==> config.mk <==
export PLATFORM = sky130hd
export DESIGN_NAME = rc5_key_schedule_ctrl
export DESIGN_NICKNAME = d
export VERILOG_FILES = /design/src/rtl/rc5_pkg.sv /design/src/rtl/rc5_rotl.sv /design/src/rtl/rc5_key_schedule_ctrl.sv
export SDC_FILE = /design/constraint.sdc
export NUM_CORES = 2
export LEC_CHECK = 0
export ABC_CLOCK_PERIOD_IN_PS = 35800
export CAP_MARGIN = 20
export CORE_MARGIN = 5
export CORE_UTILIZATION = 30
export DETAILED_ROUTE_END_ITERATION = 16
export SLEW_MARGIN = 20
export SYNTH_ARGS = -nofsm -noshare
export SYNTH_HDL_FRONTEND = slang
export SYNTH_SLANG_ARGS = --single-unit
==> constraint.sdc <==
create_clock -name clk1 -period 35.8 [get_ports clk1]
set_clock_uncertainty 0.2 [all_clocks]
set_input_delay 7.16 -clock clk1 [delete_from_list [all_inputs] [get_ports clk1]]
set_output_delay 7.16 -clock clk1 [all_outputs]
set_load 0.01 [all_outputs]
==> src/rtl/rc5_pkg.sv <==
// Shared RC5 key-schedule constants and FSM state encoding.
package rc5_pkg;
    localparam int RC5_W = 32;
    localparam int RC5_R = 12;
    localparam int RC5_T = 2 * (RC5_R + 1);
    localparam int RC5_C = 4;
    localparam logic [31:0] RC5_P = 32'hB7E15163;
    localparam logic [31:0] RC5_Q = 32'h9E3779B9;

    typedef enum logic [1:0] {
        ST_IDLE = 2'd0,
        ST_INIT = 2'd1,
        ST_MIX  = 2'd2,
        ST_DONE = 2'd3
    } rc5_state_t;

    function automatic int rc5_max(input int a, input int b);
        return (a > b) ? a : b;
    endfunction
endpackage

==> src/rtl/rc5_rotl.sv <==
// Combinational variable rotate-left of a W-bit word by a 5-bit amount.
module rc5_rotl #(
    parameter int W = 32
) (
    input  logic [W-1:0] data,
    input  logic [4:0]   amount,
    output logic [W-1:0] result
);
    // A shift by the full word width yields zero, so amount 0 passes data straight through.
    always_comb begin
        result = (data << amount) | (data >> (W - int'(amount)));
    end
endmodule

==> src/rtl/rc5_key_schedule_ctrl.sv <==
// RC5 key expansion controller: fills S from P/Q, mixes it with the L words,
// then serves the finished S table to the cipher engine.
module rc5_key_schedule_ctrl
    import rc5_pkg::*;
#(
    parameter int           w = RC5_W,
    parameter int           r = RC5_R,
    parameter int           c = RC5_C,
    parameter logic [w-1:0] P = RC5_P,
    parameter logic [w-1:0] Q = RC5_Q
) (
    input  logic         clk1,
    input  logic         rst,
    input  logic         start,
    input  logic         l_wr_en,
    input  logic [1:0]   l_wr_addr,
    input  logic [w-1:0] l_wr_data,
    input  logic [4:0]   s_rd_addr,
    output logic [w-1:0] s_rd_data,
    output logic         busy,
    output logic         done,
    output logic         keys_valid
);
    localparam int t     = 2 * (r + 1);
    localparam int MIX_N = 3 * rc5_max(t, c);
    localparam int IW    = $clog2(t);
    localparam int JW    = $clog2(c);
    localparam int KW    = $clog2(MIX_N);

    localparam logic [IW-1:0] I_LAST = IW'(t - 1);
    localparam logic [JW-1:0] J_LAST = JW'(c - 1);
    localparam logic [KW-1:0] K_LAST = KW'(MIX_N - 1);
    localparam logic [4:0]    T_ADDR = 5'(t);

    rc5_state_t   state;
    logic [w-1:0] s_mem [0:t-1];
    logic [w-1:0] l_mem [0:c-1];
    logic [w-1:0] a_reg, b_reg, init_val;
    logic [IW-1:0] i_cnt;
    logic [JW-1:0] j_cnt;
    logic [KW-1:0] k_cnt;

    logic [w-1:0] s_sum, a_new, ab_sum, l_sum, b_new;
    logic         kv_next;

    always_comb begin
        s_sum = s_mem[i_cnt] + a_reg + b_reg;
    end

    rc5_rotl #(.W(w)) u_rotl_a (
        .data   (s_sum),
        .amount (5'd3),
        .result (a_new)
    );

    always_comb begin
        ab_sum = a_new + b_reg;
        l_sum  = l_mem[j_cnt] + ab_sum;
    end

    rc5_rotl #(.W(w)) u_rotl_b (
        .data   (l_sum),
        .amount (ab_sum[4:0]),
        .result (b_new)
    );

    // Register files carry no reset; only the controller state is cleared.
    always_ff @(posedge clk1) begin
        if (state == ST_IDLE && l_wr_en) begin
            l_mem[l_wr_addr] <= l_wr_data;
        end
        if (state == ST_INIT) begin
            s_mem[i_cnt] <= init_val;
        end
        if (state == ST_MIX) begin
            s_mem[i_cnt] <= a_new;
            l_mem[j_cnt] <= b_new;
        end
    end

    // Next keys_valid drives the read port so a stale table is never shown once a new run starts.
    always_comb begin
        kv_next = keys_valid;
        if (state == ST_IDLE && start) begin
            kv_next = 1'b0;
        end else if (state == ST_DONE) begin
            kv_next = 1'b1;
        end
    end

    always_ff @(posedge clk1 or negedge rst) begin
        if (!rst) begin
            state      <= ST_IDLE;
            busy       <= 1'b0;
            done       <= 1'b0;
            keys_valid <= 1'b0;
            s_rd_data  <= '0;
            a_reg      <= '0;
            b_reg      <= '0;
            init_val   <= '0;
            i_cnt      <= '0;
            j_cnt      <= '0;
            k_cnt      <= '0;
        end else begin
            done       <= 1'b0;
            keys_valid <= kv_next;
            s_rd_data  <= (kv_next && s_rd_addr < T_ADDR) ? s_mem[s_rd_addr] : '0;
            case (state)
                ST_IDLE: begin
                    if (start) begin
                        state    <= ST_INIT;
                        busy     <= 1'b1;
                        i_cnt    <= '0;
                        init_val <= P;
                    end
                end
                ST_INIT: begin
                    init_val <= init_val + Q;
                    if (i_cnt == I_LAST) begin
                        state <= ST_MIX;
                        i_cnt <= '0;
                        j_cnt <= '0;
                        k_cnt <= '0;
                        a_reg <= '0;
                        b_reg <= '0;
                    end else begin
                        i_cnt <= i_cnt + IW'(1);
                    end
                end
                ST_MIX: begin
                    a_reg <= a_new;
                    b_reg <= b_new;
                    i_cnt <= (i_cnt == I_LAST) ? '0 : i_cnt + IW'(1);
                    j_cnt <= (j_cnt == J_LAST) ? '0 : j_cnt + JW'(1);
                    k_cnt <= k_cnt + KW'(1);
                    if (k_cnt == K_LAST) begin
                        state <= ST_DONE;
                        busy  <= 1'b0;
                    end
                end
                ST_DONE: begin
                    done  <= 1'b1;
                    state <= ST_IDLE;
                end
                default: begin
                    state <= ST_IDLE;
                    busy  <= 1'b0;
                end
            endcase
        end
    end
endmodule

; ---- Yosys cells after proc, flatten, opt, wreduce, memory -nomap -nowiden
; Memories as Yosys holds them, arrays and structs flattened.
; Index checks and enable logic that the tools add are counted.
[word_totals]
ram_bits = 960
n_memories = 2
elab_cells = 86
regBits = 147
output_inout_bits = 35
[mem_list]
columns = memory, depth, word_bits, rd, rd_clocked_by_memory_dff, wr, line_no
row1 = s_mem, 26, 32, 2, 0, 1, rc5_key_schedule_ctrl.sv:36  ; logic [w-1:0] s_mem [0:t-1];
row2 = l_mem, 4, 32, 1, 0, 1, rc5_key_schedule_ctrl.sv:37  ; logic [w-1:0] l_mem [0:c-1];
[classes]
shifts = 2
n_reduce_logical = 15
order_cmp = 1
n_eq_ne = 9
add_sub_neg = 9
n_bitwise = 3
muxes = 34
[op_table]
columns = cell, n
row1 = $pmux W32 S2, 3
row2 = $mux W32, 5
row3 = $add A32 B32 Y32, 4
row4 = $add A32 B32 Y32 const B, 1
row5 = $or A32 B3 Y32, 1
row6 = $or A32 B32 Y32, 1
row7 = $reduce_or A32 Y1, 1
row8 = $shl A32 B5 Y32, 1
row9 = $shr A32 B32 Y32, 1
row10 = $pmux W7 S2, 1
row11 = $mux W1, 12
row12 = $mux W2, 6
row13 = $mux W5, 2
row14 = $pmux W5 S2, 1
row15 = $pmux W2 S4, 1
row16 = $reduce_bool A2 Y1, 4
row17 = $add A7 B1 Y7 const B, 1
row18 = $eq A7 B7 Y1 const B, 1
row19 = $mux W7, 1
row20 = $sub A6 B5 Y7 const A, 1
row21 = $eq A2 B2 Y1 const B, 3
row22 = $reduce_and A2 Y1, 3
row23 = $reduce_and A3 Y1, 2
row24 = $add A5 B1 Y5 const B, 1
row25 = other kinds (12), 15

; ---- Logic depth before layout (Yosys ltp)
; An unclocked memory read counts as a cell.
[depth]
depth_word = 9
ltp_mapped = 53
mapped_depth_nobuf = 47

; ---- Hierarchy
; From an unflattened synthesis, not the netlist that was laid out.
[hier_totals]
cells_unflattened = 4372
hier_area_um2 = 62498.7
[by_module_without_submodules]
columns = mod, seq_area_each_um2, n_inst, cells_per_inst, area_per_inst_um2
row1 = rc5_key_schedule_ctrl, 32506.2, 1, 3552, 54938.9
row2 = rc5_rotl, 0.0, 2, 410, 3779.9

; ---- Worst setup path before layout
; No wires, ideal clock.
[synth_timing]
path_type = reg-to-reg
start = register i_cnt[0]
end = memory l_mem[0][0] (netlist name) (data pin)
path_stages_with_launch = 50
t_arrival_ns = 11.534
path_buffers = 7
required_time_ns = 35.454
path_slack_ns = 23.920
path_cell_list = dfrtp_1 > clkbuf_1 > clkbuf_1 > buf_1 > buf_2 > buf_1 > mux4_2 > a21oi_1 > o221ai_1 > fa_1 > ha_1 > fa_1 > a21oi_1 > o21ai_0 > nand2_1 > a32oi_1 > a21oi_1 > o22ai_1 > [14 not listed] > o21a_1 > nor2_1 > xnor2_1 > ha_1 > clkbuf_1 > a21o_1 > a21o_1 > a2111oi_0 > o21ai_0 > nand2_1 > and3_4 > mux2_2 > a32o_1 > or2_1 > clkbuf_1 > or4_1 > nand3_1 > a31o_1
[synth_between]
elab_chain_len = 9
word_cells_on_any_way = 11
[synth_rtl]
columns = item, line_no
row1 = start: declaration, rc5_key_schedule_ctrl.sv:39  ; logic [IW-1:0] i_cnt;
row2 = start signal: assignment, rc5_key_schedule_ctrl.sv:127  ; i_cnt <= i_cnt + IW'(1);
row3 = start signal: assignment, rc5_key_schedule_ctrl.sv:133  ; i_cnt <= (i_cnt == I_LAST) ? '0 : i_cnt + IW'(1);
row4 = $mem_v2 Z26 W32 *, --
row5 = $add A32 B32 Y32 * (2 in a row), rc5_key_schedule_ctrl.sv:47  ; s_sum = s_mem[i_cnt] + a_reg + b_reg;
row6 = $or A32 B3 Y32 *, rc5_rotl.sv:11  ; result = (data << amount) | (data >> (W - int'(amount)));
row7 = $add A32 B32 Y32 *, rc5_key_schedule_ctrl.sv:57  ; ab_sum = a_new + b_reg;
row8 = $add A32 B32 Y32 or $sub A6 B5 Y7 (tied branches), "rc5_key_schedule_ctrl.sv:58, rc5_rotl.sv:11"
row9 = $shr A32 B32 Y32 or $shl A32 B5 Y32 (tied branches), rc5_rotl.sv:11
row10 = $or A32 B32 Y32 *, rc5_rotl.sv:11
row11 = $mux W32 (no source line) *, --
row12 = end: declaration, rc5_key_schedule_ctrl.sv:37
; Every way passes the cells marked *; elsewhere a longest branch is shown, timed or not.

; ---- Worst setup path in the final report
[layout_timing]
start = register i_cnt[1]
end = memory l_mem[2][19] (netlist name) (data pin)
; The elaborated chain is that of the path after synthesis.

==> results by group <==
STA
  • Final slew viol count: 0
  • # setup viols final: 0
  • Final worst-path setup slack: 21.15 ns
  • Highest Clock Rate: 68.3 MHz
  • Hold Fails Final Rpt: 0
  • Unrepaired setup endpoints after global routing: no
  • Least-Margin Pin Slew: 1.17 ns
  • Relative slew slack: 21.8%
  • Total Neg Setup Slack: 0 ns
  • Period utilization: 40.9%
  • Post-route minimum period: 14.65 ns

Floorplan
  • Core Rows: 162
  • Initial Util: 30.2%
  • Die Area: 205000 µm²
  • Top Ports: 78
  • Die width: 453 µm
  • Area of the core: 195000 µm²
  • Die Span Y: 453 µm

Clocking
  • TritonCTS clock tree: built
  • Clock Latency Late Sink: 0.79 ns
  • Resized Gates After CTS: 0
  • CTS H-Tree Depth: 3
  • Clock transition at path regs: 0.06 ns
  • Sink Count: 1107
  • CTS Root Cell: clkbuf_16
  • Post-CTS setup buffer count: 0
  • Hold Buf Count CTS: 0
  • Max clock buf depth: 3
  • CTS Buf Count: 117

Final layout
  • Net count, final: 4456
  • Final std cells w/o fill: 7004
  • Layout cell share with drive strength beyond 1: 18.3%
  • Max reg flops: 832
  • FILL cells: 18800
  • Area grow syn2layout: 13.5%
  • Biggest regs: s_mem (832), l_mem (128)
  • # diodes: 0
  • Biggest register: s_mem
  • Fin area: 66800 µm²

Synth
  • Post-synth ARST share: 13.3%
  • Synthesized instance count: 4274
  • Top_reg_cell synth: edfxtp_1
  • Synth area leader: edfxtp_1
  • Syn_area_per_cell: 13.8 µm²
  • Sequential area share after synthesis: 55.2%
  • Synth top cells by count: edfxtp_1 (960), mux4_2 (371), a21oi_1 (342), nor2_1 (317), mux2i_1 (268)
  • Synth Register Bits: 1107
  • Number of synthesized flops with an enable pin: 960
  • Most frequent cell after synthesis: edfxtp_1
  • Synth Net Count: 4455
  • Post-synth top area share: 49.0%
  • Yosys Warn Count: 0
  • Distinct cell type count after synthesis: 86
  • Synthesized cell area: 58900 µm²
  • Synth area leaders: edfxtp_1 (49%), mux4_2 (14%), dfrtp_1 (6.2%)

Global route
  • Vias in the first global route: 40200
  • Antenna violations before repair: 4
  • Congestion Overflow GR: 0
  • First-pass GRT wire length: 283000 µm
  • Largest net degree at the start of global routing: 95
  • Total global-route track usage: 18.6%

Detailed routing
  • WL final: 196000 µm
  • Antenna-violating nets left: 0
  • Routed vias: 40600
  • Drt drc: 0
  • Via density: 5.80
  • Detailed Routing Iterations Pass 1: 6
  • Average wire per cell in the routed design: 28.0 µm
  • Initial DRC count: 4401

Placed design
  • DP HPWL: 125000 µm
  • Placed cell area: 62900 µm²
  • Pre-CTS WS: 21.28 ns
  • PortBufs: 77
  • Dpl cells: 6780
  • Final GP Congestion: 0.946

Critical path
  • Slowest CP cell: dfrtp_4
  • Worst Setup End Kind: flop
  • Max stage delay on crit path: 0.74 ns
  • Crit start category: flop
  • R2R cell count: 46
  • Flop2flop setup slack: 21.15 ns
  • WP data arrival: 14.88 ns
  • Reg-to-Reg Start: i_cnt[1]$_DFFE_PN0P_
  • CP dominant cell by count: a21oi_1
  • Kind of critical path: flop to flop
  • CP Max Fanout: 46
  • Reg2reg end: l_mem[2][19]$_DFFE_PP_
  • Crit path capture: l_mem[2][19]$_DFFE_PP_
  • Worst Setup SP: i_cnt[1]$_DFFE_PN0P_
  • Worst path required time: 36.04 ns

Power
  • Leak: 22.1 nW
  • P per Cell Area: 40.3 nW/µm²
  • Max VDD drop: 45.0 µV

Status
  • Status: finished, final reports clean

Min path
  • Hold crit path type: flop to flop

Run
  • Max Cap Viol: 0
metal layers:
layer	GRT usage (%)	share of wire [%]
met3	3.50	8.7
met5	0	0.022
met1	25.3	41
met2	30.0	47
met4	6.25	3.8
metrics by stage:
stage | hold slack [ns] | utilization, % | total power (W)
final | 0.322 | 34.3 | 0.00270
after CTS | 0.321 | 34.3 | 0.00272
after floorplan | 0.270 | - | 0.00146
after global placement | 0.292 | 32.3 | 0.00149
after detailed placement | 0.304 | 32.3 | 0.00149
after global routing | 0.355 | 34.3 | 0.00277
report_power, final:
part	total, W	leakage (nW)	internal [W]	switching [W]
Combinational	0.0000801	9.72	0.0000319	0.0000482
Sequential	0.00138	10.5	0.00138	0
Clock	0.00123	1.89	0.000687	0.000546
Total	0.00270	22.1	0.00210	0.000594
cells in the final DEF (no fill, tap or decap), types with 104 or more instances in the layout:
master     Yosys  final
a21oi_1      342    338
buf_4          0    104
clkbuf_16      0    117
dfrtp_1      147    141
edfxtp_1     960    960
mux2i_1      268    267
mux4_2       371    371
nand2_1      252    250
nor2_1       317    290
o21ai_0      163    162
final cells by class:
class | count | area [µm²] | area share, %
inverter | 51 | 191 | 0.286
clock buffer | 142 | 3080 | 4.61
tap | 2624 | 3280 | 4.91
sequential | 1107 | 32500 | 48.7
timing repair buffer | 180 | 1570 | 2.35
clock inverter | 82 | 837 | 1.25
multi-input combinational | 2818 | 25300 | 37.9
critical path: cells and delay by family, from the launching register on:
kind	cells	cell delay [ns]
xor+xnor	2	0.51
flops	1	0.74
simple gates	3	0.24
compound gates	30	8.03
mux	3	0.91
fa+ha+maj	5	2.10
buf+inv	3	1.51
cell families after synthesis:
| kind of cell | count (synthesis) | synth area share (%) |
|---|---|---|
| fa+ha+maj | 138 | 3.37 |
| buf+inv | 349 | 2.26 |
| simple gates | 850 | 6.44 |
| xor+xnor | 124 | 1.87 |
| mux | 677 | 19.5 |
| compound gates | 1029 | 11.4 |
| flops | 1107 | 55.2 |
worst min-delay path by stage:
stage	from	end	slack [ns]	cells past startpoint
6_report	a_reg[31]$_DFFE_PN0P_	a_reg[31]$_DFFE_PN0P_	0.32	2
3_3_place_gp	a_reg[31]$_DFFE_PN0P_	a_reg[31]$_DFFE_PN0P_	0.29	2
5_1_grt	a_reg[31]$_DFFE_PN0P_	a_reg[31]$_DFFE_PN0P_	0.35	2
4_1_cts	a_reg[1]$_DFFE_PN0P_	a_reg[1]$_DFFE_PN0P_	0.32	1
2_1_floorplan	a_reg[31]$_DFFE_PN0P_	a_reg[31]$_DFFE_PN0P_	0.27	2
3_5_place_dp	a_reg[1]$_DFFE_PN0P_	a_reg[1]$_DFFE_PN0P_	0.30	1
Power figures use the tool's default switching activity.
